$ cat src/rtl/arbitro_multiplicador_fp13_pkg.sv
// Shared definitions for the fp13 multiplier arbiter: word layout, counter width and FSM encodings.
// Word layout: sign 1b | exponent 4b (bias 7) | mantissa 8b.
package arbitro_multiplicador_fp13_pkg;

    localparam int FP_NB_DATA      = 13;
    localparam int NB_SIGNO        = 1;
    localparam int NB_EXPONENTE    = 4;
    localparam int NB_MANTISA      = 8;
    localparam int SESGO_EXPONENTE = 7;

    // Wide enough for the largest settle time (15 cycles).
    localparam int NB_CONTADOR = 4;

    localparam logic [1:0] ST_IDLE      = 2'd0;
    localparam logic [1:0] ST_CAPTURA   = 2'd1;
    localparam logic [1:0] ST_ESPERA    = 2'd2;
    localparam logic [1:0] ST_RESPUESTA = 2'd3;

    typedef enum logic [1:0] {
        IDLE      = ST_IDLE,
        CAPTURA   = ST_CAPTURA,
        ESPERA    = ST_ESPERA,
        RESPUESTA = ST_RESPUESTA
    } estado_t;

    function automatic logic [1:0] one_hot2(input logic idx);
        return idx ? 2'b10 : 2'b01;
    endfunction

endpackage

$ cat src/rtl/arbitro_multiplicador_fp13_rr2.sv
// Two-input round-robin selector: on a tie the requester that was not served last wins.
module arbitro_rr2 (
    input  logic [1:0] req,
    input  logic       last,
    output logic       grant,
    output logic       grant_valid
);

    always_comb begin
        grant_valid = |req;
        grant       = 1'b0;
        if (req == 2'b11) begin
            grant = ~last;
        end else if (req == 2'b10) begin
            grant = 1'b1;
        end
    end

endmodule

$ cat src/rtl/arbitro_multiplicador_fp13.sv
// Shares one combinational fp13 multiplier between two requesters: grants round-robin,
// holds the operands for LATENCIA cycles, then returns the product over a valid/ready response.
module arbitro_multiplicador_fp13
    import arbitro_multiplicador_fp13_pkg::*;
#(
    parameter int NB_DATA  = FP_NB_DATA,
    parameter int LATENCIA = 1
) (
    input  logic               i_clock,
    input  logic               i_reset,
    input  logic [1:0]         i_req_valid,
    output logic [1:0]         o_req_ready,
    input  logic [NB_DATA-1:0] i_op_a_0,
    input  logic [NB_DATA-1:0] i_op_b_0,
    input  logic [NB_DATA-1:0] i_op_a_1,
    input  logic [NB_DATA-1:0] i_op_b_1,
    output logic [1:0]         o_resp_valid,
    input  logic [1:0]         i_resp_ready,
    output logic [NB_DATA-1:0] o_resultado,
    output logic [NB_DATA-1:0] o_mul_op_1,
    output logic [NB_DATA-1:0] o_mul_op_2,
    input  logic [NB_DATA-1:0] i_mul_resultado,
    output logic               o_ocupado,
    output logic               o_grant
);

    localparam logic [NB_CONTADOR-1:0] CONTADOR_CARGA = NB_CONTADOR'(LATENCIA - 1);

    estado_t                estado_reg;
    logic [NB_CONTADOR-1:0] contador_reg;
    logic                   last_reg;
    logic                   grant_reg;
    logic [NB_DATA-1:0]     op_1_reg;
    logic [NB_DATA-1:0]     op_2_reg;
    logic [NB_DATA-1:0]     resultado_reg;
    logic [1:0]             resp_valid_reg;

    logic                   sel_grant;
    logic                   sel_valid;
    logic                   acepta;
    logic [NB_DATA-1:0]     op_a_sel;
    logic [NB_DATA-1:0]     op_b_sel;

    arbitro_rr2 u_arbitro (
        .req         (i_req_valid),
        .last        (last_reg),
        .grant       (sel_grant),
        .grant_valid (sel_valid)
    );

    // The accept pulse is combinational so a requester sees it in the same cycle the grant is decided.
    assign acepta      = (estado_reg == IDLE) && sel_valid && !i_reset;
    assign o_req_ready = acepta ? one_hot2(sel_grant) : 2'b00;

    assign op_a_sel = sel_grant ? i_op_a_1 : i_op_a_0;
    assign op_b_sel = sel_grant ? i_op_b_1 : i_op_b_0;

    always_ff @(posedge i_clock or posedge i_reset) begin
        if (i_reset) begin
            estado_reg     <= IDLE;
            contador_reg   <= '0;
            last_reg       <= 1'b1;
            grant_reg      <= 1'b0;
            op_1_reg       <= '0;
            op_2_reg       <= '0;
            resultado_reg  <= '0;
            resp_valid_reg <= 2'b00;
        end else begin
            case (estado_reg)
                IDLE: begin
                    if (sel_valid) begin
                        op_1_reg   <= op_a_sel;
                        op_2_reg   <= op_b_sel;
                        grant_reg  <= sel_grant;
                        last_reg   <= sel_grant;
                        estado_reg <= CAPTURA;
                    end
                end
                CAPTURA: begin
                    contador_reg <= CONTADOR_CARGA;
                    estado_reg   <= ESPERA;
                end
                ESPERA: begin
                    // The product is sampled only on the final settle cycle.
                    if (contador_reg != '0) begin
                        contador_reg <= contador_reg - 1'b1;
                    end else begin
                        resultado_reg  <= i_mul_resultado;
                        resp_valid_reg <= one_hot2(grant_reg);
                        estado_reg     <= RESPUESTA;
                    end
                end
                RESPUESTA: begin
                    if (i_resp_ready[grant_reg]) begin
                        resp_valid_reg <= 2'b00;
                        estado_reg     <= IDLE;
                    end
                end
                default: estado_reg <= IDLE;
            endcase
        end
    end

    assign o_mul_op_1   = op_1_reg;
    assign o_mul_op_2   = op_2_reg;
    assign o_resultado  = resultado_reg;
    assign o_resp_valid = resp_valid_reg;
    assign o_grant      = grant_reg;
    assign o_ocupado    = (estado_reg != IDLE);

endmodule

$ cat config.mk
export PLATFORM = sky130hd
export DESIGN_NAME = arbitro_multiplicador_fp13
export DESIGN_NICKNAME = d
export VERILOG_FILES = /design/src/rtl/arbitro_multiplicador_fp13_pkg.sv /design/src/rtl/arbitro_multiplicador_fp13_rr2.sv /design/src/rtl/arbitro_multiplicador_fp13.sv
export SDC_FILE = /design/constraint.sdc
export NUM_CORES = 1
export LEC_CHECK = 0
export ABC_AREA = 1
export BUFFER_PORTS_ARGS = -buffer_cell sky130_fd_sc_hd__buf_2
export CAP_MARGIN = 20
export CORE_UTILIZATION = 50
export CTS_CLUSTER_SIZE = 14
export DETAILED_ROUTE_END_ITERATION = 12
export PLACE_DENSITY_LB_ADDON = 0.1
export REMOVE_ABC_BUFFERS = 1
export SLEW_MARGIN = 10
export SYNTH_ARGS = -nofsm -noshare
export SYNTH_HDL_FRONTEND = slang
export SYNTH_SLANG_ARGS = --single-unit
$ cat constraint.sdc
create_clock -name i_clock -period 3.65 [get_ports i_clock]
set_clock_uncertainty 0.1 [all_clocks]
set_input_delay 0.365 -clock i_clock [delete_from_list [all_inputs] [get_ports i_clock]]
set_output_delay 0.365 -clock i_clock [all_outputs]
set_load 0.01 [all_outputs]
==> flow_summary.ini, run 1 <==
[synthesis]
synth_edf_count = 0
yosys-top-cells-count = nand2_1 (119), inv_1 (50), dfrtp_1 (48)
synth_most_common_cell = nand2_1
ys_seq_area_share_pct = 50.9
postSynthAreaPerCell_um2 = 8.04
ys_ff_latch = 49
synthArstFlopShare_pct = 100
synth_area_leaders = dfrtp_1 (50%), nand2_1 (19%), o211ai_1 (8.1%)
synthCells = 300
synth_ff_type = dfrtp_1
yosysUniqueCellTypes = 19
ys_warn_count = 0
synth_top_area_share_pct = 49.8
yosysTopAreaCell = dfrtp_1
netlist_area_um2 = 2410

[cts]
cts_post_setup_buffers_inserted = 0
cts_max_level = 2
postCtsHoldBufs = 0
cts_inserted_buffers = 5
cts_tree = done
cts_sinks = 49
clk_pin_slew_ns = 0.09
insertion_delay_ns = 0.30
clockBufferDepth = 2
cts_root_buf = clkbuf_8
cts_repair_resize_count = 0

[sta]
whs_ns = 0.202
rsz0062_at_grt = false
setup_viol = 0
fin_crit_sh_pct = 70.9
tns_ns = 0
period_needed_ns = 2.59
drv_slew = 0
worst_pin_slew_ns = 0.464
slew_headroom_pct = 69.1
hold_viol = 0
fmax_mhz = 387

[pwr]
ir_drop_mv = 0.334
p_sw_uw = 1030
power_density_nw_per_um2 = 810
pwr-share-seq_pct = 37.7
intPower_uw = 1540
swShare_pct = 40.0
combPwrFrac_pct = 44.4
clkPwrFrac_pct = 17.9
fin_total_pwr_uw = 2560
static-leakage-power_uw = 0.00192

[finish]
n_antenna_cell = 0
fin_nets = 491
layout-drive-gt1-share_pct = 32.3
final_core_util_pct = 70.3
area_delta_synth_final_pct = 31.3
num-fill-cells = 373

[drt]
wl_per_cell_um = 11.4
vias_per_cell = 4.70
vias = 2197
ant_nets = 0
drt-pass1-iter-count = 4
drc = 0
wirelength_mm = 5.31
top_layer_used = met4
wl_met3_um = 280
drt_iter0_markers = 96
wl_met2_mm = 2.60
wl_met1_mm = 2.38

[place]
io_buffers = 115
gp_congestion = 0.793
hpwl_mm = 3.84

[global_route]
grt_pass1_vias = 2112
grt.total_usage_pct = 21.6
grt_max_degree = 55
antenna_found_initial = 0
grt.overflow.total = 0
grt_pass1_wl_mm = 8.69

[hold_path]
hold_path.class = in2reg

[setup_path]
crit_family = buffers and inverters
worstPathArrival_ns = 2.12
crit_chain = inv_1, ha_1, inv_2, a21oi_4, buf_4, inv_2, nor3_1, buf_2
required_ns = 3.18
crit_buf_inv = 5
worst_setup_path_start_kind = flip-flop
critPathCaptureType = primary output
cpMostUsedCell = inv_2
crit_fanout = 29
rrSetupSlack_ns = 1.76
crit_path_top_delay_cell = dfrtp_1
slowest_delay_ns = 0.43
path_class = reg2out

[floorplanning]
core_area_um2 = 4500
die-area_um2 = 5100
fp.dieW_um = 71.4
start_util_pct = 53.5
die_h_um = 71.4
io_pins = 116
fp-row-count = 24

[run_status]
outcome = completed

[flow_run]
maxCapViolCount = 0
==> final timing paths <==
kind	start	end	cells past startpoint
worst min register to register	last_reg	last_reg	2
worst max register to register	estado_reg[0]	o_mul_op_1[2]	8
worst max-delay path	estado_reg[0]	o_req_ready[0]	8
min in group asynchronous	i_reset	o_resultado[11]	3
worst min-delay path	i_mul_resultado[3]	o_resultado[3]	3
max in group asynchronous	i_reset	last_reg	4
==> through the flow <==
stage | instances | setup WS, ns | instance area [um^2]
6_report | 467 | 1.06 | 3170
5_1_grt | 467 | 0.884 | 3170
4_1_cts | 465 | 1.05 | 3140
3_5_place_dp | 457 | 1.40 | 3000
3_3_place_gp | 457 | 1.46 | 3000
2_1_floorplan | 288 | 1.32 | 2340
==> layout make-up <==
| cell class | count | area (um^2) | area share [%] |
|---|---|---|---|
| repair buffers | 119 | 621 | 19.6 |
| inverters | 53 | 199 | 6.28 |
| clock inverters | 3 | 68.8 | 2.17 |
| multi-input cells | 186 | 916 | 28.9 |
| clock buffers | 5 | 68.8 | 2.17 |
| flip-flops and latches | 49 | 1230 | 38.8 |
| well taps | 52 | 65.1 | 2.06 |
==> worst min-delay path, stage by stage <==
cell and delay, ns:
buf_2 0.09, inv_1 0.03, o21ai_0 0.07
==> power groups by stage <==
stage	sequential, uW	combinational [uW]	clock, uW
3_3_place_gp	971	1110	0
6_report	967	1140	458
4_1_cts	966	1150	469
5_1_grt	996	1290	482
2_1_floorplan	1070	594	0
3_5_place_dp	970	1150	0
==> cell families after synthesis <==
kind of cell / share of synthesized area [%]
flops: 50.9
buf+inv: 11.1
fa+ha+maj: 3.11
compound gates: 12.5
xor+xnor: 0.363
simple gates: 22.0
==> cell usage in the layout (no fill, tap or decap), drive strengths merged, types with 4 or more instances in the layout <==
master  Yosys  routed
inv        53      54
dfrtp      48      48
o211ai     26      26
o21ai      18      18
buf         9     118
nand3       6       6
ha          6       6
nand2     119     119
clkbuf      3       5
nand4       4       4
==> metal layers <==
layer | GRT usage [%] | vias up
li1 | - | 1158
met1 | 24.9 | 957
met2 | 39.0 | 78
met3 | 3.66 | 4
met4 | 9.78 | 0
met5 | 0 | -
Power figures use the tool's default switching activity.
==> run 2, diff against run 1 <==
Settings changed: ABC_AREA 1 to 0, CORE_UTILIZATION 50 to 45.
Clock period 3.65 ns to 2.6 ns, I/O delays scaled along.
==> run 2 against run 1 <==
Sequential cell count is the same. Sequential power grew 34%. Wire length shrank 10%. Setup slack lost 0.70 ns. Non-clock buffer count grew 4.
==> flow_summary.ini, run 2 <==
[sta]
period_needed_ns = 2.24
tns_ns = 0
rsz0062_at_grt = false
finalWorstSetupSlack_ns = 0.359
fin_crit_sh_pct = 86.2
drv_slew = 0
worst_pin_slew_ns = 0.767
hold_viol = 0
whs_ns = 0.0832
fmax_mhz = 446
slew_headroom_pct = 48.7
setup_viol = 0

[pwr]
swShare_pct = 36.3
intPower_uw = 2080
clkPwrFrac_pct = 16.9
combPwrFrac_pct = 43.4
pwr-share-seq_pct = 39.6
static-leakage-power_uw = 0.00161
fin_total_pwr_uw = 3270
p_sw_uw = 1190
power_density_nw_per_um2 = 1060
ir_drop_mv = 0.373

[floorplanning]
start_util_pct = 47.4
die_h_um = 73.2
die-area_um2 = 5360
fp.dieW_um = 73.2
io_pins = 116
core_area_um2 = 4820
fp-row-count = 25

[synthesis]
yosys-top-cells-count = dfrtp_1 (48), o21ai_0 (31), nand2_1 (28)
yosysTopAreaCell = dfrtp_1
synth_top_area_share_pct = 52.6
postSynthAreaPerCell_um2 = 11.0
synth_edf_count = 0
yosysUniqueCellTypes = 34
synth_area_leaders = dfrtp_1 (53%), mux2i_1 (12%), o21ai_0 (6.8%)
synthCells = 207
synthArstFlopShare_pct = 100
synth_most_common_cell = dfrtp_1
synth_ff_type = dfrtp_1
ys_seq_area_share_pct = 53.8
ys_ff_latch = 49
netlist_area_um2 = 2280
ys_warn_count = 0

[cts]
cts_max_level = 2
cts_inserted_buffers = 5
clk_pin_slew_ns = 0.09
cts_root_buf = clkbuf_8
insertion_delay_ns = 0.30
cts_tree = done
clockBufferDepth = 2
cts_sinks = 49

[place]
hpwl_mm = 3.68
place_ws_ns = 0.365
gp_congestion = 0.799
io_buffers = 115

[setup_path]
worstPathArrival_ns = 2.33
required_ns = 2.69
path_class = reg2reg
critPathCaptureType = flip-flop
rrSetupSlack_ns = 0.36
crit_fanout = 6
worst_setup_path_start_kind = flip-flop

[finish]
layout_commonest_cell = buf_2
mostFrequentLayoutCells = buf_2 (115), dfrtp_1 (48), o21ai_0 (31)
layout-drive-gt1-share_pct = 45.2
n_antenna_cell = 0
final_core_util_pct = 64.1
fin_nets = 401
area_delta_synth_final_pct = 35.2

[global_route]
grt.overflow.total = 0
grt_pass1_wl_mm = 7.82
grt_pass1_vias = 1842
grt.total_usage_pct = 19.4
antenna_found_initial = 0
grt_max_degree = 37

[drt]
drc = 0
wirelength_mm = 4.78
vias_per_cell = 4.85
drt-pass1-iter-count = 4
ant_nets = 0
vias = 1900
drt_iter0_markers = 58
wl_per_cell_um = 12.2

[flow_run]
maxCapViolCount = 0

[run_status]
outcome = completed

[hold_path]
hold_path.class = in2reg
-- run 2: layout make-up --
cell class,count,area (um^2)
Clock buffer,7,86.3
Clock inverter,1,30.0
Fill cell,465,1730
Inverter,10,37.5
Multi-Input combinational cell,135,983
Sequential cell,49,1230
Tap cell,67,83.8
Timing Repair Buffer,123,638
-- run 2: per-stage QoR --
stage	std cells	cell area (um^2)
6_report	392	3090
3_5_place_dp	383	2960
3_3_place_gp	383	2960
4_1_cts	392	3090
2_1_floorplan	194	2230
5_1_grt	392	3090
-- run 2: worst max-delay path: stages (launching register included) --
cell and delay, ns:
dfrtp_1 0.40, inv_1 0.13, ha_1 0.21, or3b_1 0.47, a222oi_1 0.45, mux2_1 0.37
-- run 2: cell families (layout without fill, tap and decap cells) --
group | Yosys count | in the layout | synth area share, %
AOI/OAI and AO/OA | 46 | 46 | 11.6
xor gates and xnor gates | 1 | 1 | 0.384
adders and majority gates | 6 | 6 | 3.29
buffers and inverters | 23 | 141 | 4.16
DFF | 49 | 49 | 53.8
muxes | 41 | 41 | 18.7
and+or+nand+nor | 41 | 41 | 8.11
-- run 2: timing repair --
action                                  CTS  global route
hold buffers                              1             0
endpoints found under the hold margin    16             0
gates resized for setup                   0             0
endpoints found under the setup margin    0             0
buffers inserted                          0             0
-- run 2: layer usage --
| layer | vias to the layer above | global-route usage (%) | wire, um |
|---|---|---|---|
| met5 | - | 0 | 0 |
| met4 | 0 | 7.84 | 95 |
| met3 | 11 | 5.11 | 295 |
| met2 | 74 | 33.5 | 2310 |
| li1 | 948 | - | - |
| met1 | 867 | 22.8 | 2070 |
-- run 2: path summary, 6_finish.rpt --
kind	from	end	depth (start not counted)
setup / recovery	contador_reg[0]	estado_reg[1]	5
hold / removal	i_mul_resultado[3]	o_resultado[3]	2
setup reg to reg	contador_reg[0]	estado_reg[1]	5
hold reg to reg	o_mul_op_2[6]	o_mul_op_2[6]	2
max in group asynchronous	i_reset	last_reg	4
min in group asynchronous	i_reset	o_mul_op_2[6]	3
-- run 2: power by group through the flow --
stage          Combinational [uW]  Clock [uW]  Sequential (uW)
2_1_floorplan                 715           0             1460
3_3_place_gp                 1410           0             1300
3_5_place_dp                 1450           0             1310
4_1_cts                      1450         572             1300
5_1_grt                      1600         600             1340
6_report                     1420         554             1300
